==> config.mk <==
export PLATFORM = sky130hd
export DESIGN_NAME = vga_pattern_ram_arbiter_flat
export DESIGN_NICKNAME = d
export VERILOG_FILES = /design/src/rtl/vga_pattern_ram_arbiter_pkg.sv /design/src/rtl/vga_pattern_ram_arbiter_if.sv /design/src/rtl/vga_edge_detect.sv /design/src/rtl/vga_pattern_ram_arbiter.sv /design/src/flat_wrapper.sv
export SDC_FILE = /design/constraint.sdc
export NUM_CORES = 1
export LEC_CHECK = 0
export BUFFER_PORTS_ARGS = -buffer_cell sky130_fd_sc_hd__clkbuf_2
export CORE_AREA = 2 2 105 107
export CTS_CLUSTER_DIAMETER = 50
export DETAILED_ROUTE_END_ITERATION = 6
export DIE_AREA = 0 0 107 109
export GPL_TIMING_DRIVEN = 0
export PLACE_DENSITY = 0.57
export SYNTH_ARGS = -nofsm -noshare
export SYNTH_HDL_FRONTEND = slang
export SYNTH_SLANG_ARGS = --single-unit
export TNS_END_PERCENT = 20
==> constraint.sdc <==
create_clock -name vga_clk -period 4.7 [get_ports vga_clk]
set_input_delay 0.94 -clock vga_clk [delete_from_list [all_inputs] [get_ports vga_clk]]
set_output_delay 0.94 -clock vga_clk [all_outputs]
set_load 0.05 [all_outputs]
==> src/rtl/vga_pattern_ram_arbiter_pkg.sv <==
// rtl/vga_pattern_ram_arbiter_pkg.sv - shared types and constants for the pattern RAM arbiter
package vga_pattern_ram_arbiter_pkg;

    localparam int PAT_DW = 16;

    typedef enum logic [2:0] {
        IDLE      = 3'd0,
        FETCH     = 3'd1,
        FETCH_LAT = 3'd2,
        WR        = 3'd3,
        RD        = 3'd4,
        RD_LAT    = 3'd5
    } arb_state_t;

    typedef enum logic {
        CL_WR = 1'b0,
        CL_RD = 1'b1
    } client_t;

    // Pattern extent in screen pixels, both horizontally and vertically.
    function automatic int win_size(input int shift);
        return PAT_DW << shift;
    endfunction

endpackage

==> src/rtl/vga_pattern_ram_arbiter_if.sv <==
// rtl/vga_pattern_ram_arbiter_if.sv - host request/ack handshakes plus the single-port RAM bus
interface vga_pattern_ram_arbiter_if
    import vga_pattern_ram_arbiter_pkg::*;
#(
    parameter int AW = 4,
    parameter int DW = PAT_DW
) ();

    logic [AW-1:0] ram_addr;
    logic          ram_we;
    logic [DW-1:0] ram_wdata;
    logic [DW-1:0] ram_rdata;
    logic          wr_req;
    logic [AW-1:0] wr_addr;
    logic [DW-1:0] wr_data;
    logic          wr_ack;
    logic          rd_req;
    logic [AW-1:0] rd_addr;
    logic [DW-1:0] rd_data;
    logic          rd_valid;

    modport slave (
        output ram_addr, ram_we, ram_wdata,
        input  ram_rdata,
        input  wr_req, wr_addr, wr_data,
        output wr_ack,
        input  rd_req, rd_addr,
        output rd_data, rd_valid
    );

    modport master (
        input  ram_addr, ram_we, ram_wdata,
        output ram_rdata,
        output wr_req, wr_addr, wr_data,
        input  wr_ack,
        output rd_req, rd_addr,
        input  rd_data, rd_valid
    );

endinterface

==> src/rtl/vga_edge_detect.sv <==
// rtl/vga_edge_detect.sv - registered rise/fall detector for a sync-generator flag
module vga_edge_detect (
    input  logic vga_clk,
    input  logic rst,
    input  logic sig,
    output logic rise,
    output logic fall
);

    logic sig_q;

    always_ff @(posedge vga_clk) begin
        if (rst) sig_q <= 1'b0;
        else     sig_q <= sig;
    end

    assign rise = sig & ~sig_q;
    assign fall = ~sig & sig_q;

endmodule

==> src/rtl/vga_pattern_ram_arbiter.sv <==
// rtl/vga_pattern_ram_arbiter.sv - shares the pattern RAM between per-line display fetch and a host
module vga_pattern_ram_arbiter
    import vga_pattern_ram_arbiter_pkg::*;
#(
    parameter int SHIFT = 2,
    parameter int AW    = 4,
    parameter int DW    = PAT_DW
) (
    input  logic                      vga_clk,
    input  logic                      rst,
    input  logic                      ready_sig,
    input  logic                      frame_sig,
    input  logic [10:0]               column_addr,
    vga_pattern_ram_arbiter_if.slave  bus,
    output logic                      pix_on
);

    localparam int          IW  = $clog2(DW);
    localparam logic [10:0] WIN = 11'(win_size(SHIFT));

    arb_state_t    state_q, state_d;
    client_t       rr_q, rr_d;
    logic [10:0]   line_cnt, line_nxt;
    logic [DW-1:0] line_buf, line_buf_d;
    logic          fetch_pend, fetch_pend_d;
    logic [AW-1:0] ram_addr_q, ram_addr_d;
    logic [DW-1:0] ram_wdata_q, ram_wdata_d, rd_data_q, rd_data_d;
    logic          ram_we_q, ram_we_d, wr_ack_q, wr_ack_d, rd_valid_q, rd_valid_d;
    logic          frame_rise, frame_fall, ready_rise, ready_fall;
    logic          trigger, in_win_nxt, rd_go, grant_wr, grant_rd;
    logic [AW-1:0] fetch_idx;
    logic [IW-1:0] col_idx;
    logic          unused_edges;

    vga_edge_detect u_frame_edge (
        .vga_clk (vga_clk), .rst (rst), .sig (frame_sig), .rise (frame_rise), .fall (frame_fall)
    );
    vga_edge_detect u_ready_edge (
        .vga_clk (vga_clk), .rst (rst), .sig (ready_sig), .rise (ready_rise), .fall (ready_fall)
    );
    assign unused_edges = frame_fall ^ ready_rise;

    assign trigger = frame_rise | ready_fall;

    always_comb begin
        line_nxt = line_cnt;
        if (frame_rise)                            line_nxt = '0;
        else if (ready_fall && line_cnt != 11'h7FF) line_nxt = line_cnt + 11'd1;
    end

    // The fetch decision uses the count this edge will produce, so a trigger is acted on at once.
    assign in_win_nxt = (line_nxt < WIN);
    assign fetch_idx  = AW'(line_nxt >> SHIFT);
    // rd_valid trails RD_LAT by a cycle; masking keeps a still-held rd_req from being re-granted.
    assign rd_go      = bus.rd_req & ~rd_valid_q;

    always_comb begin
        state_d      = state_q;
        rr_d         = rr_q;
        line_buf_d   = line_buf;
        fetch_pend_d = fetch_pend | trigger;
        ram_addr_d   = ram_addr_q;
        ram_wdata_d  = ram_wdata_q;
        ram_we_d     = 1'b0;
        wr_ack_d     = 1'b0;
        rd_valid_d   = 1'b0;
        rd_data_d    = rd_data_q;
        grant_wr     = 1'b0;
        grant_rd     = 1'b0;
        unique case (state_q)
            IDLE: begin
                if (fetch_pend | trigger) begin
                    if (in_win_nxt) begin
                        state_d    = FETCH;
                        ram_addr_d = fetch_idx;
                    end else begin
                        line_buf_d   = '0;
                        fetch_pend_d = 1'b0;
                    end
                end else if (bus.wr_req && rd_go) begin
                    grant_wr = (rr_q == CL_RD);
                    grant_rd = (rr_q == CL_WR);
                end else begin
                    grant_wr = bus.wr_req;
                    grant_rd = rd_go;
                end
                if (grant_wr) begin
                    state_d     = WR;
                    ram_addr_d  = bus.wr_addr;
                    ram_wdata_d = bus.wr_data;
                    ram_we_d    = 1'b1;
                    wr_ack_d    = 1'b1;
                end else if (grant_rd) begin
                    state_d    = RD;
                    ram_addr_d = bus.rd_addr;
                end
            end
            FETCH:     state_d = FETCH_LAT;
            FETCH_LAT: begin
                line_buf_d   = bus.ram_rdata;
                fetch_pend_d = trigger;
                state_d      = IDLE;
            end
            WR: begin
                rr_d    = CL_WR;
                state_d = IDLE;
            end
            RD:        state_d = RD_LAT;
            RD_LAT: begin
                rd_data_d  = bus.ram_rdata;
                rd_valid_d = 1'b1;
                rr_d       = CL_RD;
                state_d    = IDLE;
            end
            default:   state_d = IDLE;
        endcase
    end

    assign col_idx = IW'(column_addr >> SHIFT);

    always_ff @(posedge vga_clk) begin
        if (rst) begin
            state_q     <= IDLE;
            rr_q        <= CL_RD;
            line_cnt    <= '0;
            line_buf    <= '0;
            fetch_pend  <= 1'b0;
            ram_addr_q  <= '0;
            ram_wdata_q <= '0;
            ram_we_q    <= 1'b0;
            wr_ack_q    <= 1'b0;
            rd_valid_q  <= 1'b0;
            rd_data_q   <= '0;
            pix_on      <= 1'b0;
        end else begin
            state_q     <= state_d;
            rr_q        <= rr_d;
            line_cnt    <= line_nxt;
            line_buf    <= line_buf_d;
            fetch_pend  <= fetch_pend_d;
            ram_addr_q  <= ram_addr_d;
            ram_wdata_q <= ram_wdata_d;
            ram_we_q    <= ram_we_d;
            wr_ack_q    <= wr_ack_d;
            rd_valid_q  <= rd_valid_d;
            rd_data_q   <= rd_data_d;
            pix_on      <= ready_sig && (line_cnt < WIN) && (column_addr < WIN)
                           && line_buf[IW'(DW-1) - col_idx];
        end
    end

    assign bus.ram_addr  = ram_addr_q;
    assign bus.ram_wdata = ram_wdata_q;
    assign bus.ram_we    = ram_we_q;
    assign bus.wr_ack    = wr_ack_q;
    assign bus.rd_valid  = rd_valid_q;
    assign bus.rd_data   = rd_data_q;

endmodule
==> src/flat_wrapper.sv <==
// flat-port wrapper written by rule: the top's interface ports become plain ports
module vga_pattern_ram_arbiter_flat import vga_pattern_ram_arbiter_pkg::*;
#(
    parameter int SHIFT = 2,
    parameter int AW    = 4,
    parameter int DW    = PAT_DW
)
  (vga_clk, rst, ready_sig, frame_sig, column_addr, pix_on, bus_ram_addr, bus_ram_we, bus_ram_wdata, bus_ram_rdata, bus_wr_req, bus_wr_addr, bus_wr_data, bus_wr_ack, bus_rd_req, bus_rd_addr, bus_rd_data, bus_rd_valid);
  vga_pattern_ram_arbiter_if #(.AW(AW), .DW(DW)) bus_i ();
  input  logic vga_clk;
  input  logic rst;
  input  logic ready_sig;
  input  logic frame_sig;
  input  logic [10:0] column_addr;
  output logic pix_on;
  output wire logic [$bits(bus_i.ram_addr)-1:0] bus_ram_addr;
  output wire logic [$bits(bus_i.ram_we)-1:0] bus_ram_we;
  output wire logic [$bits(bus_i.ram_wdata)-1:0] bus_ram_wdata;
  input wire logic [$bits(bus_i.ram_rdata)-1:0] bus_ram_rdata;
  input wire logic [$bits(bus_i.wr_req)-1:0] bus_wr_req;
  input wire logic [$bits(bus_i.wr_addr)-1:0] bus_wr_addr;
  input wire logic [$bits(bus_i.wr_data)-1:0] bus_wr_data;
  output wire logic [$bits(bus_i.wr_ack)-1:0] bus_wr_ack;
  input wire logic [$bits(bus_i.rd_req)-1:0] bus_rd_req;
  input wire logic [$bits(bus_i.rd_addr)-1:0] bus_rd_addr;
  output wire logic [$bits(bus_i.rd_data)-1:0] bus_rd_data;
  output wire logic [$bits(bus_i.rd_valid)-1:0] bus_rd_valid;
  assign bus_ram_addr = bus_i.ram_addr;
  assign bus_ram_we = bus_i.ram_we;
  assign bus_ram_wdata = bus_i.ram_wdata;
  assign bus_i.ram_rdata = bus_ram_rdata;
  assign bus_i.wr_req = bus_wr_req;
  assign bus_i.wr_addr = bus_wr_addr;
  assign bus_i.wr_data = bus_wr_data;
  assign bus_wr_ack = bus_i.wr_ack;
  assign bus_i.rd_req = bus_rd_req;
  assign bus_i.rd_addr = bus_rd_addr;
  assign bus_rd_data = bus_i.rd_data;
  assign bus_rd_valid = bus_i.rd_valid;
  vga_pattern_ram_arbiter #(.SHIFT(SHIFT), .AW(AW), .DW(DW)) u_core (.vga_clk(vga_clk), .rst(rst), .ready_sig(ready_sig), .frame_sig(frame_sig), .column_addr(column_addr), .bus(bus_i), .pix_on(pix_on));
endmodule
==> flow_summary.toml, run 1 <==
[finish]
fin_nets = 501
drive_gt1_share_pct = 28.8
multiInputGateArea_um2 = 1510
nFillCells = 1098
final_common_cell = "clkbuf_2"
most-common-layout-cells = "94 x clkbuf_2, 73 x dfxtp_1, 61 x nand2_1, 32 x nor2_1, 22 x a21oi_1"
area_delta_synth_final_pct = 29.1
ff_latch_area_um2 = 1460
antennaDiodeCount = 0

[setup_path]
endpoint_kind = "flip-flop"
r2r_end = "u_core.line_buf[7]"
cp_num_cells = 8
start_kind = "primary input"
cpMaxStageDelayCell = "nor3_1"
crit_buf_inv = 3
critPathMaxStageDelay_ns = 0.65
cp_cell_sequence = "clkbuf_2 > nor2b_1 > nor3_2 > inv_2 > nor3_1 > buf_2 > nand2_1 > a21oi_1"
crit_type = "primary input to flip-flop"
crit_fanout = 10
reg2regPathDepth = 8
critPathRequiredTime_ns = 4.99
cpLargestDelayFamily = "simple AND/OR/NAND/NOR gates"
regToRegSetupSlack_ns = 2.31
arrival_ns = 2.96
r2r-start = "u_core.line_cnt[0]"

[clocking]
cts.sinks = 73
clk_pin_slew_worst_paths_ns = 0.08
cts_resized = 0
cts_tree = "done"
cts_root_buffer = "clkbuf_8"
cts_hold_buf = 0
cts_setup_buffers = 0
clock_latency_ns = 0.37
clock_path_buffers = 2
cts_buffers = 9
htreeDepth = 3

[hold_path]
hold_end = "u_core.bus.ram_wdata[0]"
whs_path_depth = 2
min_from = "u_core.bus.ram_wdata[0]"
hold_class = "flip-flop to flip-flop"

[power]
power.leakage_nw = 1.69
peakVddDrop_mv = 0.226
powerDensity_nw_per_um2 = 378

[sta]
fmax_ghz = 0.376
rsz0062_at_grt = "no"
post-route-period-util_pct = 56.7
worst_slew_pin_slew_ns = 0.859
layout_min_cycle_time_ns = 2.66
finClkSkew_ns = 0.00864
worst_slack_ns = 2.04
hold_viol = 0
slew_violations = 0
relSlewSlack_pct = 42.6
setup_violations = 0
tns_ns = 0

[logic_synthesis]
syn_inst = 338
synth_edf_count = 0
avgSynthCellArea_um2 = 9.11
synth-seq-area-share_pct = 47.5
yosys_warnings = 0
syn_nets = 396
synth_area_um2 = 3080
synth_seq_cells = 73
synth-main-ff-cell = "dfxtp_1"
synthArstFlopShare_pct = 0
ys_types = 51

[route]
drc = 0
wl_per_cell_um = 13.7
drt-pass1-iter-count = 4
drt-initial-drc-count = 158
ant_nets = 0
drt_wl_total_um = 8070
vias_per_cell = 4.82
vias = 2834

[global_route]
antenna_found_initial = 0
grt_max_degree = 15
track_usage_pct = 14.5
first_global_vias = 2715
grt_pass1_wl_um = 13000
grt-ovfl-total = 0

[die]
die_area_um2 = 11700
io_pins = 97
die_x_um = 107
initial_core_util_pct = 29.0
fp.dieH_um = 109
num_rows = 38
core_area_um2 = 10600

[placement]
gp_congestion = 0.772
io_buffer_count = 94
pre_cts_slack_ns = 1.64
dp_hpwl_um = 6060

[run]
drv_cap = 0

[run_status]
status = "completed"
[cell families (layout without fill, tap and decap cells)]
kind of cell | Yosys count | in the layout | synth area share, %
AND/OR/NAND/NOR | 138 | 138 | 21.0
AO/OA/AOI/OAI | 87 | 87 | 21.7
flip-flops | 73 | 73 | 47.5
buffers and inverters | 27 | 137 | 3.58
multiplexers | 7 | 7 | 4.43
XOR/XNOR | 5 | 5 | 1.42
adder cells (fa/ha/maj) | 1 | 1 | 0.406
[power breakdown]
group          total [mW]  internal [mW]  switching (mW)
sequential          0.663          0.646          0.0166
combinational       0.224         0.0758           0.148
clock               0.617          0.359           0.258
total                1.50           1.08           0.422
[how the worst max path moves through the flow]
stage	from	end	slack, ns
finish	frame_sig	u_core.bus.ram_wdata[8]	2.04
global route	frame_sig	u_core.bus.ram_wdata[8]	1.74
CTS	frame_sig	u_core.bus.ram_wdata[15]	2.03
detailed placement	frame_sig	u_core.bus.ram_wdata[14]	1.64
global placement	frame_sig	u_core.bus.ram_wdata[15]	1.70
floorplan	ready_sig	u_core.bus.ram_addr[2]	2.18
[cell usage after synthesis (4+ instances only)]
cell	instances	area, um^2
dfxtp_1	73	1460
nand2_1	61	229
nor2_1	32	120
a21oi_1	22	110
a2bb2oi_1	17	149
a22o_1	16	140
clkbuf_1	14	52.6
nor3_1	7	35.0
inv_1	6	22.5
nand3_1	6	30.0
nor2b_1	6	37.5
mux4_2	5	113
nand4_1	5	31.3
o21ai_0	5	25.0
buf_2	4	20.0
o21a_1	4	30.0
o221ai_1	4	35.0
xor2_1	4	35.0
[stage by stage]
stage               util, %  hold WS (ns)  cells  area, um^2  power [mW]
floorplan                 -         0.449    338        3080       0.829
global route           37.5         0.479    588        3980        1.58
finish                 37.5         0.460    588        3980        1.50
global placement       35.1         0.443    572        3720       0.898
CTS                    37.5         0.463    588        3980        1.53
detailed placement     35.1         0.451    572        3720       0.903
[per-layer routing]
| metal | share of wire [%] | global-route usage, % | vias up |
|---|---|---|---|
| met4 | 1.8 | 5.75 | 0 |
| met3 | 6.3 | 5.44 | 14 |
| met1 | 44 | 17.0 | 1328 |
| li1 | - | - | 1426 |
| met5 | 0 | 0 | - |
| met2 | 48 | 24.1 | 66 |
[flip-flops by register name, indices dropped and copies added, names as in the netlist]
name                       count
u_core.bus.ram_we              1
u_core.line_cnt               11
u_core.u_ready_edge.sig_q      1
u_core.bus.ram_addr            4
u_core.bus.rd_data            16
u_core.pix_on                  1
u_core.state_q                 3
u_core.line_buf               16
u_core.bus.ram_wdata          16
u_core.u_frame_edge.sig_q      1
u_core.fetch_pend              1
u_core.bus.rd_valid            1
u_core.rr_q                    1
[worst reg2reg max path, stage by stage, from the launching register on]
cell       delay, ns
dfxtp_1         0.38
ha_1            0.23
nand3b_1        0.14
nor4_2          0.29
xnor2_1         0.20
a31oi_2         0.46
buf_2           0.32
a2bb2oi_1       0.20
nor2_1          0.05
[area by class of cell]
class | count | area share, %
Sequential cell | 73 | 36.8
Tap cell | 140 | 4.41
Multi-Input combinational cell | 238 | 37.9
Buffer | 20 | 2.11
Clock buffer | 9 | 3.12
Timing Repair Buffer | 94 | 11.8
Clock inverter | 7 | 3.18
Inverter | 7 | 0.661
(Power assumes the default switching activity.)
==> run 2: changes to the inputs <==
Settings changed: PLACE_DENSITY 0.57 to 0.59.
Clock period 4.7 ns to 2.4 ns, I/O delays scaled along.
==> run 2 against run 1 <==
- sequential power rose by 96%
- clock skew fell by 0.0029 ns
- final cell count did not move
- total power rose by 90%
- sequential share of layout area fell by 0.33 points
- routed wire length rose by 4.8%
- clock power rose by 82%
- global-route usage rose by 0.69 points
- flip-flop and latch count did not move
- core utilization rose by 0.34 points
- largest cell class unchanged
- largest power group unchanged
==> flow_summary.toml, run 2 (same netlist as run 1, synthesis figures left out) <==
[setup_path]
start_kind = "flip-flop"
arrival_ns = 2.52
crit_fanout = 4
endpoint_kind = "flip-flop"
crit_type = "flip-flop to flip-flop"
reg2regPathDepth = 7
critPathRequiredTime_ns = 2.65

[clocking]
cts.sinks = 73
clock_path_buffers = 2
cts_buffers = 9
cts_root_buffer = "clkbuf_8"
cts_hold_buf = 0
clk_pin_slew_worst_paths_ns = 0.07
htreeDepth = 3
cts_tree = "done"
clock_latency_ns = 0.35

[die]
initial_core_util_pct = 29.0
die_x_um = 107
core_area_um2 = 10600
num_rows = 38
die_area_um2 = 11700
fp.dieH_um = 109
io_pins = 97

[finish]
drive_gt1_share_pct = 30.4
design_area_um2 = 4010
final_util_pct = 37.8
stdcell_count = 588
final_common_cell = "clkbuf_2"
most-common-layout-cells = "95 x clkbuf_2, 73 x dfxtp_1, 61 x nand2_1, 32 x nor2_1, 22 x a21oi_1"
area_delta_synth_final_pct = 30.3
antennaDiodeCount = 0
fin_nets = 502
nFillCells = 1103

[power]
powerDensity_nw_per_um2 = 713
peakVddDrop_mv = 0.228
power.leakage_nw = 1.70
p_total_mw = 2.86

[sta]
rsz0062_at_grt = "yes"
worst_slew_pin_slew_ns = 0.845
relSlewSlack_pct = 43.6
slew_violations = 0
tns_ns = 0
fmax_ghz = 0.440
worst_slack_ns = 0.126
layout_min_cycle_time_ns = 2.27
setup_violations = 0
hold_viol = 0
hold_slack_ns = 0.342
post-route-period-util_pct = 94.8
finClkSkew_ns = 0.00578

[route]
wl_per_cell_um = 14.4
vias = 2858
ant_nets = 0
drt_wl_total_um = 8450
drt-initial-drc-count = 86
drc = 0
vias_per_cell = 4.86
drt-pass1-iter-count = 4

[placement]
gp_congestion = 0.759
dp_cells = 572
pre_cts_slack_ns = -0.279
placed_cell_area_um2 = 3720
io_buffer_count = 94
dp_hpwl_um = 6280

[global_route]
antenna_found_initial = 0
grt_max_degree = 12
track_usage_pct = 15.2
grt-ovfl-total = 0
first_global_vias = 2842
grt_pass1_wl_um = 13800

[run_status]
status = "completed"

[hold_path]
hold_class = "primary input to flip-flop"
whs_path_depth = 3

[run]
drv_cap = 0
run 2: cell count changes in the layout (fill, tap and decap cells not counted), sizes merged:
cell	previous run	this run
inv	9	7
clkbuf	117	121
clkinvlp	1	0
clkinv	1	0
buf	6	7
bufinv	3	2
run 2: cell type report:
cell class                      instances  area (um^2)  share of cell area (%)
Multi-Input combinational cell        238         1550                    38.6
Sequential cell                        73         1460                    36.4
Timing Repair Buffer                   96          485                    12.1
Tap cell                              140          175                    4.37
Clock buffer                           13          169                    4.21
Buffer                                 19         83.8                    2.09
Clock inverter                          2         60.1                    1.50
Inverter                                7         26.3                   0.655
run 2: timing repair:
action / in CTS / in global routing
pin swaps: 0 / 4
setup endpoints to repair: 17 / 26
hold endpoints to repair: 0 / 0
buffers inserted: 0 / 2
resized for setup: 2 / 9
run 2: final timing paths:
check | from | end | slack (ns)
setup / recovery | u_core.line_cnt[0] | u_core.bus.ram_addr[3] | 0.13
hold / removal | bus_wr_data[2] | u_core.bus.ram_wdata[2] | 0.34
setup reg to reg | u_core.line_cnt[0] | u_core.bus.ram_addr[3] | 0.13
hold reg to reg | u_core.bus.ram_wdata[3] | u_core.bus.ram_wdata[3] | 0.46
run 2: critical path, stage by stage, from the launching register on:
cell and delay, ns:
dfxtp_1 0.34, ha_1 0.24, and3b_2 0.25, a21o_1 0.22, a221oi_4 0.39, nand3_2 0.12, a2bb2oi_1 0.21, a2111oi_1 0.40
run 2: per-layer routing:
layer	vias up	share of wire, %	track usage (%)
met5	-	0	0
li1	1421	-	-
met3	13	5.3	3.83
met1	1348	45	18.8
met4	0	2.0	6.86
met2	76	48	25.1
run 2: report_power, final:
| part | total, mW | internal, mW | switching (mW) | leakage (nW) |
|---|---|---|---|---|
| registers | 1.30 | 1.27 | 0.0329 | 0.592 |
| clock network | 1.12 | 0.666 | 0.450 | 0.116 |
| logic | 0.446 | 0.151 | 0.295 | 0.992 |
